===== config.mk =====
export PLATFORM = sky130hd
export DESIGN_NAME = axis_requant
export DESIGN_NICKNAME = d
export VERILOG_FILES = /design/src/rtl/axis_requant.sv
export SDC_FILE = /design/constraint.sdc
export NUM_CORES = 1
export LEC_CHECK = 0
export CAP_MARGIN = 10
export CORE_MARGIN = 10
export CORE_UTILIZATION = 47
export CTS_CLUSTER_SIZE = 28
export DETAILED_ROUTE_END_ITERATION = 6
export HOLD_SLACK_MARGIN = 0.06
export PLACE_DENSITY = 0.69
export SLEW_MARGIN = 5
export SYNTH_ARGS = -nofsm -noshare
export SYNTH_HDL_FRONTEND = slang
export SYNTH_SLANG_ARGS = --single-unit

===== constraint.sdc =====
create_clock -name clk -period 8.05 [get_ports clk]
set_input_delay 1.61 -clock clk [delete_from_list [all_inputs] [get_ports clk]]
set_output_delay 1.61 -clock clk [all_outputs]
set_load 0.02 [all_outputs]

===== src/rtl/axis_requant.sv =====
// axis_requant: per-column bias add, rounding arithmetic shift, optional ReLU and
// saturation of systolic-array partial sums on a backpressured AXIS stream.
module axis_requant #(
  parameter int R  = 4,
  parameter int C  = 8,
  parameter int WY = 16,
  parameter int WB = 16,
  parameter int WO = 8,
  parameter int WS = 5
) (
  input  logic            clk,
  input  logic            rstn,
  input  logic            s_valid,
  output logic            s_ready,
  input  logic            s_last,
  input  logic [R*WY-1:0] s_data,
  input  logic [C*WB-1:0] bias_data,
  input  logic [WS-1:0]   cfg_shift,
  input  logic            cfg_relu,
  output logic            m_valid,
  input  logic            m_ready,
  output logic            m_last,
  output logic [R*WO-1:0] m_data,
  output logic            err
);
  localparam int CW = C > 1 ? $clog2(C) : 1;
  localparam int WT = WY + 3;
  localparam logic signed [WT-1:0] MX = WT'(2**(WO-1) - 1);
  localparam logic signed [WT-1:0] MN = ~MX;
  localparam logic [WS-1:0] SMAX = WS'(WY + 1);
  logic                 en, acc, first, valid1, last1, relu1, relu_reg, relu_sel;
  logic [CW-1:0]        col;
  logic [C*WB-1:0]      bias_reg;
  logic [WS-1:0]        shift_reg, shift1, shift_sel;
  logic signed [WB-1:0] bias_sel;
  logic signed [WY:0]   sum_c [R];
  logic signed [WY:0]   sum1 [R];
  logic [R*WO-1:0]      res;

  // Any shift beyond WY+1 rounds to the same result, so the shifter is clamped there.
  function automatic logic [WO-1:0] requant(input logic signed [WY:0] s,
                                            input logic [WS-1:0] sh, input logic rl);
    logic [WS-1:0]        k;
    logic signed [WT-1:0] t;
    k = sh > SMAX ? SMAX : sh;
    t = {{2{s[WY]}}, s} + (k == '0 ? '0 : WT'(1) << (k - WS'(1)));
    t = t >>> k;
    t = rl && t < 0 ? '0 : t;
    return t > MX ? MX[WO-1:0] : t < MN ? MN[WO-1:0] : t[WO-1:0];
  endfunction

  assign en        = !m_valid || m_ready;
  assign s_ready   = en;
  assign acc       = s_valid && en;
  assign first     = col == '0;
  // Column 0 uses the live bias/cfg since the registered copy is loaded on that same beat.
  assign bias_sel  = first ? bias_data[WB-1:0] : bias_reg[col*WB +: WB];
  assign shift_sel = first ? cfg_shift : shift_reg;
  assign relu_sel  = first ? cfg_relu : relu_reg;

  for (genvar i = 0; i < R; i++) begin : g_lane
    assign sum_c[i] = {s_data[i*WY+WY-1], s_data[i*WY +: WY]}
                    + {{(WY+1-WB){bias_sel[WB-1]}}, bias_sel};
    assign res[i*WO +: WO] = requant(sum1[i], shift1, relu1);
  end

  always_ff @(posedge clk) begin
    if (!rstn) begin
      valid1    <= 1'b0;
      last1     <= 1'b0;
      relu1     <= 1'b0;
      shift1    <= '0;
      col       <= '0;
      err       <= 1'b0;
      bias_reg  <= '0;
      shift_reg <= '0;
      relu_reg  <= 1'b0;
      m_valid   <= 1'b0;
      m_last    <= 1'b0;
      m_data    <= '0;
    end else begin
      if (en) begin
        valid1  <= acc;
        m_valid <= valid1;
        m_last  <= last1;
        if (valid1) m_data <= res;
      end
      if (acc) begin
        for (int r = 0; r < R; r++) sum1[r] <= sum_c[r];
        last1  <= s_last;
        relu1  <= relu_sel;
        shift1 <= shift_sel;
        col    <= s_last || col == CW'(C-1) ? '0 : col + CW'(1);
        err    <= err | (s_last != (col == CW'(C-1)));
        if (first) begin
          bias_reg  <= bias_data;
          shift_reg <= cfg_shift;
          relu_reg  <= cfg_relu;
        end
      end
    end
  end
endmodule


; ---- Word-level counts from Yosys, hierarchy flattened
; Memories as Yosys holds them, arrays and structs flattened.
; Index checks and enable logic that the tools add are counted.
; Widths: inputs -> output; s select.
[word_totals]
reg_bits = 174
latch_bits = 0
mem_bits_rw = 68
romBits = 0
inputBits = 203
n_memories = 1
[classes]
addsub = 10
multipliers = 0
div_mod_pow = 0
n_lt_le_gt_ge = 13
n_eq_ne = 2
shifts = 6
muxes = 19
bitwise_logic = 1
reduce_logical = 12
[mem_list]
columns = memory, words, width, rd, rd_ports_with_merged_regs, wr, line_no
row1 = sum1, 4, 17, 4, 0, 4, 37  ; logic signed [WY:0] sum1 [R];
[op_table]
columns = op, count
row1 = $shiftx 128x8->16, 1
row2 = $mux 19, 5
row3 = $add 19x19->19, 4
row4 = $gt 19x8->1 const B, 4
row5 = $lt 19x1->1 const B, 4
row6 = $lt 19x8->1 const B, 4
row7 = $sshr 19x5->19, 4
row8 = $add 16x16->17, 4
row9 = $mux 8, 8
row10 = $shl 1x5->19 const A, 1
row11 = $mux 16, 1
row12 = $gt 5x5->1 const B, 1
row13 = $logic_and 1x1->1, 5
row14 = $logic_not 5->1, 1
row15 = $mux 5, 1
row16 = $sub 5x1->5 const B, 1
row17 = $reduce_and 2->1, 2
row18 = $add 3x1->3 const B, 1
row19 = $eq 3x3->1 const B, 1
row20 = $logic_not 3->1, 1
row21 = $mux 1, 3
row22 = $mux 3, 1
row23 = $logic_or 1x1->1, 2
row24 = $logic_not 1->1, 1
row25 = 2 further kinds, 2

; ---- Longest topological paths before layout
[depth]
ltp_word = 13
mapped_depth = 28

; ---- Worst setup path after synthesis
; OpenSTA, ideal clock, no wires.
[synth_path]
path_kind = reg2reg
from = register shift1[1]
to = register m_data[20]
setup_ps = 73
t_arrival_ps = 6155
setup_slack_ps = 1822
stages_incl_launch_ff = 25
path_buffers = 6
synth_period_minus_slack_ps = 6228
path_cell_list = dfxtp_1 > buf_2 > clkbuf_1 > o31ai_1 > nor2b_1 > clkbuf_1 > clkbuf_1 > buf_1 > clkbuf_1 > nand2_1 > fa_1 > nand2b_1 > a2111oi_0 > nor4_1 > a21oi_1 > o21ai_0 > xnor2_1 > o221ai_1 > a211oi_1 > mux2i_1 > o21ai_0 > o221ai_1 > or4_1 > a31o_1 > nor3_2
[synth_between]
elab_chain_len = 13
[synth_rtl]
columns = item, line_no
row1 = from (decl), 34  ; logic [WS-1:0] shift_reg, shift1, shift_sel;
row2 = from (signal assigned), 92  ; shift1 <= shift_sel;
row3 = $gt 5x5->1, 45  ; k = sh > SMAX ? SMAX : sh;
row4 = $mux 5 (*), 45
row5 = $sub 5x1->5, 46  ; t = {{2{s[WY]}}, s} + (k == '0 ? '0 : WT'(1) << (k - WS'(1)));
row6 = $shl 1x5->19, 46
row7 = $mux 19, 46
row8 = $add 19x19->19, 46
row9 = $sshr 19x5->19 (*), 47  ; t = t >>> k;
row10 = $lt 19x1->1, 48  ; t = rl && t < 0 ? '0 : t;
row11 = $logic_and 1x1->1, 48
row12 = $mux 19 (*), 48
row13 = $lt 19x8->1, 49  ; return t > MX ? MX[WO-1:0] : t < MN ? MN[WO-1:0] : t[WO-1:0];
row14 = $mux 8, 49
row15 = $mux 8 (*), 49
row16 = to (signal assigned), 86  ; if (valid1) m_data <= res;
row17 = to (decl), 23  ; output logic [R*WO-1:0] m_data,
; Mark *: on every way between the ends. The rest lies on a longest branch, timed or not.
; A chain may end at the register's enable or synchronous reset.

; ---- Final worst setup path
[layout_path]
from = register shift1[1]
to = register m_data[28]
; The elaborated chain is that of the path after synthesis.

==> results by group <==
Timing
  – Fmax: 150 MHz
  – Final hold violation count: 0
  – Fin Hold WS: 451 ps
  – Final worst slack: 1400 ps
  – Post-route setup TNS: 0 ps
  – Worst Tran Pin Value: 1400 ps
  – RSZ-0062 raised after global routing: false
  – Final Slew Violations: 0
  – Relative slew slack: 0.0585
  – Minimum clock period: 6650 ps
  – Final setup violation count: 0
  – Final Cycle Share: 0.826
  – Layout Skew: 30.9 ps

Clock network
  – Post-CTS setup buffer count: 0
  – Reg clk slew, reported paths: 60 ps
  – Latest clock arrival within the worst-skew pair: 590 ps
  – Cells resized by post-CTS repair: 0
  – CTS tree: done
  – Bufs on Longest Clock Path: 3
  – H-tree levels: 1
  – CTS Sinks: 242
  – Hold Buf Count CTS: 0
  – Clk root buf: clkbuf_16
  – Num CTS Buffers: 27

Layout
  – Max reg flops: 128
  – FF/Latch Area: 0.00553 mm^2
  – Commonest cells after routing, fill and taps aside: nand2_1 (476), a21oi_1 (318), nor2_1 (239)
  – Nets: 3339
  – Layout area overhead: 24.5%
  – Layout Utilization: 0.591
  – Layout cells sized above 1: 0.109
  – Number of diodes: 0
  – Multi-input gate area: 0.0139 mm^2
  – # fillers: 4024
  – Commonest non-fill, non-tap cell in the layout: nand2_1

Worst setup path
  – CP endpoint kind: register
  – Path length in cells of the critical path: 21
  – CP arrival: 7170 ps
  – Slowest stage delay, CP: 600 ps
  – Number of buffers and inverters on the critical path: 3
  – Top delay family on crit path: compound AO/OA/AOI/OAI gates
  – R2r worst-path depth: 21
  – Max FO, Critical Path: 31
  – Crit path max-delay cell type: a211oi_1
  – Critical Path RT: 8570 ps
  – Worst setup SP type: register
  – Critical path type: reg2reg
  – Worst path cell trace: buf_4 -> o31ai_1 -> nor2b_4 -> nand2_1 -> nor2_1 -> buf_4 -> ha_1 -> inv_1 -> o21ai_0 -> o31a_1 -> o41ai_1 -> o2111ai_1 -> a211oi_1 -> o21a_1 -> o21ai_0 -> o311a_1 -> nor4b_1 -> and4_1 -> a211oi_1 -> or2_2 -> a21oi_1

Global route
  – Largest net degree at the start of global routing: 131
  – Vias in the first global route: 21815
  – Overall Global Routing Usage: 0.313
  – Gr ovfl total: 0
  – Antenna violations before repair: 4
  – First-pass GRT wire length: 130 mm

Power and ir drop
  – Max VDD drop: 177 uV
  – P per Cell Area: 175 mW/mm^2
  – Leak: 10.4 nW

Floorplanning
  – Chip width: 228 um
  – Die extent in y: 228 um
  – IO Pins: 239
  – Placeable Area: 0.0430 mm^2
  – Starting Density: 0.475
  – Die area: 0.0522 mm^2
  – Placement Rows: 76

Synthesis
  – Largest cells by area after synthesis: dfxtp_1 (17%), edfxtp_1 (10%), nand2_1 (8.7%)
  – Synth top area share: 0.171
  – Ys async rst share: 0
  – Mapped Area: 0.0204 mm^2
  – Post-synthesis sequential area ratio: 0.271
  – Biggest area consumer among synthesized cells: dfxtp_1
  – Netlist cell types: 89
  – Most used DFF post-synth: dfxtp_1
  – Number of flops mapped to enable cells by yosys: 68
  – Mapped Cells: 2698
  – Ys Warns: 0
  – Register bit total from synthesis: 242
  – Syn_area_per_cell: 7.57 um^2

Drt
  – Initial drt markers: 2229
  – DRC errors left: 5
  – DR vias: 22256
  – Routed wire per std cell: 23.7 um
  – Post-DRT Antenna Nets: 0
  – DRT Wirelength: 85.7 mm
  – Drt first pass iters: 7
  – Vias per cell: 6.17

Run
  – Maxcap violations: 0

Placement
  – Pre-CTS setup slack: 1490 ps
  – Hpwl dp: 66.2 mm
  – # port buffers: 238
  – Gpl congestion: 1.02

Run status
  – Failing checks: DRC
  – Outcome: complete, but fails checks

Worst hold path
  – Hold WC Path Type: reg2reg
  – Hold path cells: 2
cell families after synthesis:
kind of cell    count (synthesis)  synth area share
buf+inv                       269            0.0499
mux                            82            0.0600
other cells                     1          0.000184
fa+ha+maj                     141            0.0882
compound gates                905             0.285
simple gates                  962             0.205
xor+xnor                       96            0.0412
flops                         242             0.271
cells in the mapped netlist (all sizes together), types with 22 or more instances:
cell      n
a221oi   23
o21ai   172
buf      32
nand3    39
o211ai   28
nor2    245
o22ai    23
ha      124
inv      94
edfxtp   68
mux2i    47
mux4     32
dfxtp   174
a21o     48
a21boi   37
clkbuf  141
xnor2    71
xor2     25
a21oi   318
nand2   476
nor3     55
a211oi   40
a31oi    22
report_power, final:
group	leakage [nW]	internal, mW	switching (mW)	total (mW)
clock network	0.453	0.738	0.545	1.28
registers	2.07	1.37	0.0681	1.44
logic	7.90	0.710	1.01	1.72
total	10.4	2.82	1.62	4.44
worst reg2reg max path, stage by stage (launching register included):
cell	delay [ps]
dfxtp_1	310
buf_4	260
o31ai_1	510
nor2b_4	560
nand2_1	140
nor2_1	290
buf_4	250
ha_1	320
inv_1	100
o21ai_0	220
o31a_1	360
o41ai_1	410
o2111ai_1	330
a211oi_1	600
o21a_1	230
o21ai_0	120
o311a_1	360
nor4b_1	410
and4_1	250
a211oi_1	70
or2_2	320
a21oi_1	150
worst paths after layout:
kind | from | endpoint | slack (ps)
worst min register to register | bias_reg[47]$_SDFFE_PN0P_ | bias_reg[47]$_SDFFE_PN0P_ | 450
worst max register to register | shift1[1]$_SDFFE_PN0P_ | m_data[28]$_SDFFE_PN0P_ | 1400
worst max-delay path | shift1[1]$_SDFFE_PN0P_ | m_data[28]$_SDFFE_PN0P_ | 1400
worst min-delay path | bias_reg[47]$_SDFFE_PN0P_ | bias_reg[47]$_SDFFE_PN0P_ | 450
through the flow:
step / total power, mW / std cells / area [um^2]
detailed placement: 3.14 / 3560 / 24500
CTS: 4.41 / 3609 / 25400
global route: 4.64 / 3609 / 25400
floorplan: 2.45 / 2701 / 20400
global placement: 3.12 / 3559 / 24500
finish: 4.44 / 3609 / 25400
layout make-up:
cell class / count / share of cell area
Timing Repair Buffer: 447 / 0.156
Tap cell: 585 / 0.0288
Clock inverter: 16 / 0.00576
Inverter: 96 / 0.0143
Sequential cell: 242 / 0.217
Multi-Input combinational cell: 2190 / 0.548
Clock buffer: 33 / 0.0299
metal layers:
layer / track usage / vias to the layer above / share of wire
met5: 0 / - / 0.00042
li1: - / 10456 / -
met2: 0.524 / 1058 / 0.47
met3: 0.0640 / 228 / 0.087
met4: 0.152 / 6 / 0.053
met1: 0.378 / 10508 / 0.39
No activity file was read; power rests on OpenSTA's default activity.
==> patch, RTL diff (config.mk and constraints unchanged) <==
Register the output `err` once more; this adds one clock of latency there. The other outputs are not delayed to match.
--- a/src/rtl/axis_requant.sv
+++ b/src/rtl/axis_requant.sv
@@ -29,4 +29,6 @@
   localparam logic signed [WT-1:0] MN = ~MX;
   localparam logic [WS-1:0] SMAX = WS'(WY + 1);
+
+  logic err_s0;
   logic                 en, acc, first, valid1, last1, relu1, relu_reg, relu_sel;
   logic [CW-1:0]        col;
@@ -72,5 +74,5 @@
       shift1    <= '0;
       col       <= '0;
-      err       <= 1'b0;
+      err_s0    <= 1'b0;
       bias_reg  <= '0;
       shift_reg <= '0;
@@ -92,5 +94,5 @@
         shift1 <= shift_sel;
         col    <= s_last || col == CW'(C-1) ? '0 : col + CW'(1);
-        err    <= err | (s_last != (col == CW'(C-1)));
+        err_s0 <= err_s0 | (s_last != (col == CW'(C-1)));
         if (first) begin
           bias_reg  <= bias_data;
@@ -101,4 +103,12 @@
     end
   end
+  always_ff @(posedge clk) begin
+    if (!rstn) begin
+      err <= '0;
+    end else begin
+      err <= err_s0;
+    end
+  end
+
 endmodule
 
Function: changed (Yosys sat finds a counterexample within 4 cycles, from zero or initial values and one cycle with rstn low).
==> patch against the unedited design <==
The run still ends with design-rule violations left; worst setup slack improved by 230 ps; area after synthesis increased by 4.6%; maximum frequency grew 3.5%; clock skew down 5.6 ps; wire length is 6.6% higher; cell area grew 0.84%; cell count decreased by 0.22%; count of clock-buffer cells in the layout grew 11; total power rose by 1.9%; sequential cell count rose by 1; synthesized cell count increased by 3.0%.
==> patch: results (changes against the unedited design) <==
critPathSlowestCell: "a2111oi_1"
grt_pass1_wl_um: 135000  # +4.3%
slew-limit-headroom: 0.138  # +0.0792
synth_compound_area_frac: 0.292  # +0.00774
final_nets: 3310  # -0.87%
cellLeakagePower_uw: 0.0101  # -3.3%
drt-initial-drc-count: 2441  # +9.5%
synth_xor_area_frac: 0.0365  # -0.00469
dpl.cell_count: 3544  # -0.45%
r2r_slack_ps: 1630  # +230 ps
drcViolationCount: 2  # -3
wl_per_cell_um: 25.4  # +6.8%
sw_frac_of_total: 0.374  # +0.00826
power.switching_uw: 1690  # +4.2%
path_max_fanout: 16  # -48%
avgSynthCellArea_um2: 7.69  # +1.5%
grt_max_degree: 111  # -15%
routabilityCongestion: 1.07  # +4.8%
hpwl_um: 71200  # +7.5%
max_stage_delay_ps: 740  # +140 ps
numCtsBuffers: 29  # +7.4%
wl_um: 91300  # +6.6%
timing.fmax_ghz: 0.156  # +3.5%
synthAdderAreaFrac: 0.0829  # -0.00531
dp_worst_setup_slack_ps: 1750  # +259 ps
violations: "design-rule violations"
ys_top_cells_by_area: "dfxtp_1 (16%), edfxtp_1 (9.6%), nand2_1 (8.6%)"
first_global_vias: 22500  # +3.4%
fill_cells: 4259  # +5.8%
drive_gt1_frac: 0.0911  # -0.0177
status: "complete, but fails checks"
-- patch: cell types whose count changed after synthesis, moves of 10 or more --
cell,before,now
a21boi_0,36,25
a21oi_1,318,289
a221oi_1,22,9
and3_1,18,29
buf_2,7,18
inv_1,94,75
nand2_1,476,492
nor2_1,244,215
nor2b_1,10,23
o211ai_1,28,45
o221a_2,4,14
-- patch: path summary, 6_finish.rpt --
check                startpoint            end  cells after the start
setup / recovery   shift_reg[3]     m_data[29]                     17
hold / removal    bias_reg[110]  bias_reg[110]                      2
setup reg to reg   shift_reg[3]     m_data[29]                     17
hold reg to reg   bias_reg[110]  bias_reg[110]                      2
-- patch: worst reg2reg max path: stages, from the launching register on --
cell	delay, ps
dfxtp_2	470
nor2_1	650
nand3_1	480
inv_1	300
ha_1	150
and3_1	170
nor2_1	80
o211ai_1	700
o211ai_1	400
and4_1	350
nor3_2	370
nor2_2	100
a2111oi_1	740
o32ai_1	240
o41ai_1	360
a41oi_1	200
nand2b_1	260
o221a_2	280
-- patch: area by class of cell --
type                       instances  area (um2)  area share
multi-input combinational       2279       14900       0.580
timing repair buffer             344        3200       0.125
tap                              600         751      0.0293
clock inverter                    10        96.3     0.00376
sequential                       243        5550       0.216
antenna                            3        7.51    0.000293
inverter                          78         295      0.0115
clock buffer                      44         865      0.0337
-- patch: stage by stage --
| stage | area, um2 | hold slack [ps] |
|---|---|---|
| after floorplan | 21400 | 430 |
| after global placement | 24700 | 439 |
| after detailed placement | 24700 | 444 |
| after CTS | 25600 | 452 |
| after global routing | 25600 | 468 |
| final | 25600 | 451 |
-- patch: metal layers --
layer,vias to the layer above,share of wire,track usage
li1,10700,-,-
met1,11100,0.39,0.383
met2,1195,0.46,0.526
met3,324,0.080,0.0587
met4,6,0.074,0.211
met5,-,0.00042,0
